===== config.mk =====
export PLATFORM = sky130hd
export DESIGN_NAME = systolic_feeder
export DESIGN_NICKNAME = d
export VERILOG_FILES = /design/src/rtl/systolic_feeder.sv
export SDC_FILE = /design/constraint.sdc
export NUM_CORES = 1
export LEC_CHECK = 0
export CAP_MARGIN = 20
export CORE_MARGIN = 2
export CORE_UTILIZATION = 35
export DETAILED_ROUTE_END_ITERATION = 6
export GPL_TIMING_DRIVEN = 0
export PLACE_DENSITY = 0.75
export SETUP_SLACK_MARGIN = 0.1
export SLEW_MARGIN = 25
export SYNTH_ARGS = -nofsm -noshare
export SYNTH_HDL_FRONTEND = slang
export SYNTH_SLANG_ARGS = --single-unit

===== constraint.sdc =====
create_clock -name clk -period 1.5 [get_ports clk]
set_clock_uncertainty 0.15 [all_clocks]
set_input_delay 0.15 -clock clk [delete_from_list [all_inputs] [get_ports clk]]
set_output_delay 0.15 -clock clk [all_outputs]
set_load 0.005 [all_outputs]

===== src/rtl/systolic_feeder.sv =====
// Upstream sequencer for the 2x2 systolic array: loads two weight rows, pulses switch,
// streams row-skewed input vectors, drains the array pipeline and pulses done.
module systolic_feeder #(
  parameter int DATA_WIDTH   = 16,
  parameter int DRAIN_CYCLES = 3
) (
  input  logic                  clk,
  input  logic                  rst,
  input  logic                  w_valid,
  output logic                  w_ready,
  input  logic [DATA_WIDTH-1:0] w_row_0,
  input  logic [DATA_WIDTH-1:0] w_row_1,
  input  logic                  x_valid,
  output logic                  x_ready,
  input  logic [DATA_WIDTH-1:0] x_col_0,
  input  logic [DATA_WIDTH-1:0] x_col_1,
  input  logic                  x_last,
  output logic                  busy,
  output logic                  done,
  output logic                  sys_start,
  output logic                  sys_switch_in,
  output logic                  sys_accept_w_in,
  output logic [DATA_WIDTH-1:0] sys_weight_in_11,
  output logic [DATA_WIDTH-1:0] sys_weight_in_12,
  output logic [DATA_WIDTH-1:0] sys_data_in_11,
  output logic [DATA_WIDTH-1:0] sys_data_in_12
);

  localparam int CW = (DRAIN_CYCLES > 1) ? $clog2(DRAIN_CYCLES) : 1;

  typedef enum logic [2:0] {W0, W1, SWITCH, STREAM, DRAIN} state_e;

  state_e                state_q, state_d;
  logic [CW-1:0]         cnt_q, cnt_d;
  logic                  busy_q, busy_d;
  logic                  done_q, done_d;
  logic                  w_ready_q, w_ready_d;
  logic                  x_ready_q, x_ready_d;
  logic                  start_q, start_d;
  logic                  switch_q, switch_d;
  logic                  accept_q, accept_d;
  logic [DATA_WIDTH-1:0] w11_q, w11_d;
  logic [DATA_WIDTH-1:0] w12_q, w12_d;
  logic [DATA_WIDTH-1:0] d11_q, d11_d;
  logic [DATA_WIDTH-1:0] d12_q, d12_d;
  logic [DATA_WIDTH-1:0] skew_q, skew_d;
  logic                  w_fire, x_fire;

  always_comb begin
    w_fire   = w_valid & w_ready_q;
    x_fire   = x_valid & x_ready_q;
    state_d  = state_q;
    cnt_d    = cnt_q;
    busy_d   = busy_q;
    done_d   = 1'b0;
    start_d  = 1'b0;
    switch_d = 1'b0;
    accept_d = 1'b0;
    w11_d    = '0;
    w12_d    = '0;
    d11_d    = '0;
    skew_d   = '0;
    d12_d    = skew_q;
    case (state_q)
      W0: if (w_fire) begin
        accept_d = 1'b1;
        w11_d    = w_row_0;
        w12_d    = w_row_1;
        busy_d   = 1'b1;
        state_d  = W1;
      end
      W1: if (w_fire) begin
        accept_d = 1'b1;
        w11_d    = w_row_0;
        w12_d    = w_row_1;
        state_d  = SWITCH;
      end
      SWITCH: begin
        switch_d = 1'b1;
        state_d  = STREAM;
      end
      STREAM: if (x_fire) begin
        start_d = 1'b1;
        d11_d   = x_col_0;
        skew_d  = x_col_1;
        if (x_last) begin
          cnt_d   = CW'(DRAIN_CYCLES - 1);
          state_d = DRAIN;
        end
      end
      DRAIN: begin
        if (cnt_q == '0) begin
          done_d  = 1'b1;
          busy_d  = 1'b0;
          state_d = W0;
        end else begin
          cnt_d = cnt_q - 1'b1;
        end
      end
      default: state_d = W0;
    endcase
    // Hold w_ready low through the done cycle so a new job starts the cycle after.
    w_ready_d = ((state_d == W0) || (state_d == W1)) && !done_d;
    x_ready_d = (state_d == STREAM);
  end

  always_ff @(posedge clk) begin
    if (!rst) begin
      state_q   <= W0;
      cnt_q     <= '0;
      busy_q    <= 1'b0;
      done_q    <= 1'b0;
      w_ready_q <= 1'b0;
      x_ready_q <= 1'b0;
      start_q   <= 1'b0;
      switch_q  <= 1'b0;
      accept_q  <= 1'b0;
      w11_q     <= '0;
      w12_q     <= '0;
      d11_q     <= '0;
      d12_q     <= '0;
      skew_q    <= '0;
    end else begin
      state_q   <= state_d;
      cnt_q     <= cnt_d;
      busy_q    <= busy_d;
      done_q    <= done_d;
      w_ready_q <= w_ready_d;
      x_ready_q <= x_ready_d;
      start_q   <= start_d;
      switch_q  <= switch_d;
      accept_q  <= accept_d;
      w11_q     <= w11_d;
      w12_q     <= w12_d;
      d11_q     <= d11_d;
      d12_q     <= d12_d;
      skew_q    <= skew_d;
    end
  end

  assign w_ready          = w_ready_q;
  assign x_ready          = x_ready_q;
  assign busy             = busy_q;
  assign done             = done_q;
  assign sys_start        = start_q;
  assign sys_switch_in    = switch_q;
  assign sys_accept_w_in  = accept_q;
  assign sys_weight_in_11 = w11_q;
  assign sys_weight_in_12 = w12_q;
  assign sys_data_in_11   = d11_q;
  assign sys_data_in_12   = d12_q;

endmodule


==> reports/qor.csv <==
metric;value;unit
outcome;finished, final reports clean;
multiplexer area fraction after synthesis;0;
Int Pwr;0.003301;W
Worst Setup Start Kind;register;
Area Growth Syn to Fin;62.52;%
DP Worst Slack;-343.1;ps
clk buf depth;2;
Synth area leaders;dfxtp_1 (68%), and2_1 (19%), buf_6 (2.5%);
Crit Path Category;reg -> reg;
sequential power share;0.596;
Setup WS post-layout;97.55;ps
layout cells sized above 1;0.1161;
Hold Fails Final Rpt;0;
Worst-Margin Slew;377.5;ps
routed len/inst;12.02;µm
CTS tree;done;
Final Wtd Congestion;0.7752;
largest family of logic cells by synthesized area;simple AND/OR/NAND/NOR gates;
Total Routing Usage GR;0.1368;
final instance count without filler cells;478;
post-route ant nets;0;
Final Critical Period;1402;ps
Clk network pwr share;0.327;
Yosys reg bits;92;
Psw;0.0008787;W
TritonRoute pass-1 iters;3;
maximum clock rate;713.0;MHz
Residual DRC;0;
setup_tns;0;ps
H-tree depth;3;
CP required;1630;ps
post-synth net total;289;
root buffer cell;clkbuf_8;
CTS buffer count;9;
clk sinks;92;
vias per inst;4.161;
worst vdd ir;452.0;µV
insertion delay to the later sink of the worst-skew pair;340;ps
simple logic cell fraction of the synthesized area;0.2471;
met2 usage;0.2145;
xor/xnor share of the synthesized area;0.003251;
vias in the first global route;1902;
Chip Height;91.73;µm
Netlist cell types;29;
I/O pin total;140;
clock slew at reported path FFs;80;ps
Synth top area share;0.6837;
Post-DP HPWL;4375;µm
PwrDens;954.8;mW/mm²
hold_buf cts;0;
Placed Area;0.004209;mm²
die area;0.008414;mm²
number of max-cap violations;0;
global-route wire length before repair;8880;µm
IO buf count;139;
HP Class;in -> reg;
Critical Path AT;1530;ps
final setup fails;0;
max_slew headroom;0.7484;
Net Sw Frac;0.2102;
Detailed Route Iter0 Violations;16;
Via Count;1989;
met3 usage;0.05341;
worst-path fanout max;4;
core area;0.007370;mm²
register area share after synthesis;0.6837;
placed cells;457;
Synth area leader;dfxtp_1;
Slew Viols, Final;0;
period utilisation layout;0.9350;
Comb pwr share;0.077;
post-synthesis compound-gate area fraction;0.02322;
Power Total;0.004180;W
Initial Util;0.3655;
most used routing layer;met2;
routing usage on met1;0.1623;
initial antenna violation count;0;
largest net degree at the start of global routing;15;
Post-Syn Instances;219;
CP Capture Type;register;
Netlist Area Pre-Place;0.002694;mm²
unrepaired setup endpoints after global routing;true;
Std-Cell Rows;31;
die width;91.73;µm
synthesized-area fraction occupied by adder cells;0.004645;
synth warn;0;
final WL;5747;µm
grt ovf;0;
post-route design area;0.004378;mm²
Post-Syn Area per Cell;12.30;µm²
nets@finish;445;
diode count;0;
leakage;2.093;nW
-- routing by layer --
layer  routed length, µm  vias to the layer above
met3                 617                        9
met4                 104                        0
met2                2355                      124
li1                    -                      989
met1                2670                      867
met5                   0                        -
-- cells by family after synthesis --
kind of cell,Yosys count
simple gates,103
flops,92
xor+xnor,1
buf+inv,14
fa+ha+maj,1
compound gates,8
-- synthesized netlist by cell type --
cell / number
and2_1: 81
a31oi_1: 1
nand3_1: 1
nand3b_2: 1
nor4b_4: 1
o21a_1: 1
or3_1: 1
xnor2_1: 1
buf_4: 1
a21oi_1: 2
a32o_1: 1
ha_1: 1
nor3_4: 1
a31o_2: 1
nor2_2: 1
and4_1: 1
nand2b_4: 1
buf_6: 6
o32a_1: 1
clkbuf_1: 2
nand4_1: 1
nand2_1: 6
buf_2: 1
nor3b_1: 2
dfxtp_1: 92
o211a_1: 1
and3_1: 2
nor2_1: 3
inv_1: 4
-- worst max-delay path: stages (launching register included) --
cell	delay, ps
dfxtp_2	340
inv_2	40
ha_4	160
nor4b_4	330
o32a_1	180
and3_1	150
-- layout make-up --
type	count	area (µm²)
fillers	637	2992
flip-flops and latches	92	1849
repair buffers	145	1366
multi-input cells	113	774.5
clock buffers	11	131.4
well taps	99	123.9
plain buffers	10	90.09
clock inverters	4	27.53
inverters	4	15.01
-- cell usage in the layout, fill, tap and decap left out, types with 2 or more instances in the layout --
master / n
clkbuf_8: 9
inv_1: 2
buf_6: 6
inv_2: 2
clkinvlp_4: 3
dlymetal6s2s_1: 2
clkdlybuf4s50_1: 67
nor2_1: 3
clkbuf_1: 4
and2_1: 81
buf_4: 7
dfxtp_2: 6
a21oi_1: 2
nand2_1: 5
and3_1: 2
dfxtp_1: 86
dlygate4sd2_1: 70
-- final timing paths --
path | end | slack [ps] | startpoint | cells past startpoint
setup / recovery | cnt_q[0]$_SDFFE_PN0P_ | 100 | cnt_q[1]$_SDFFE_PN0P_ | 5
hold / removal | state_q[1]$_SDFF_PN0_ | 90 | rst | 3
setup reg to reg | cnt_q[0]$_SDFFE_PN0P_ | 100 | cnt_q[1]$_SDFFE_PN0P_ | 5
hold reg to reg | sys_data_in_12[11]$_SDFF_PN0_ | 280 | d12_d[11]$_SDFF_PN0_ | 1
-- power by group through the flow --
stage	clock, W	sequential, W	combinational (W)
floorplan	0	0.00255	0.0000750
global placement	0	0.00255	0.000333
detailed placement	0	0.00255	0.000338
CTS	0.00142	0.00249	0.000327
global route	0.00153	0.00249	0.000349
finish	0.00137	0.00249	0.000324
-- sequential cells by signal (all words and copies together), names as in the netlist --
signal / flops
sys_accept_w_in: 1
sys_start: 1
sys_switch_in: 1
sys_data_in_11: 16
state_q: 3
sys_data_in_12: 16
sys_weight_in_11: 16
done: 1
cnt_q: 2
d12_d: 16
x_ready: 1
busy: 1
w_ready: 1
sys_weight_in_12: 16
-- per-stage QoR --
stage / hold slack [ps] / utilization
6_report: 88.18 / 0.5941
5_1_grt: 98.02 / 0.5941
4_1_cts: 189.9 / 0.5910
3_5_place_dp: 269.8 / 0.5711
3_3_place_gp: 264.3 / 0.5711
2_1_floorplan: 121.7 / -
-- repair_timing --
item	CTS	global route
gates resized for setup	83	3
cloned	0	0
setup buffers	4	2
pin swaps	6	3
endpoints found under the setup margin	133	57
Note: power is estimated with default switching activity, not from simulation.
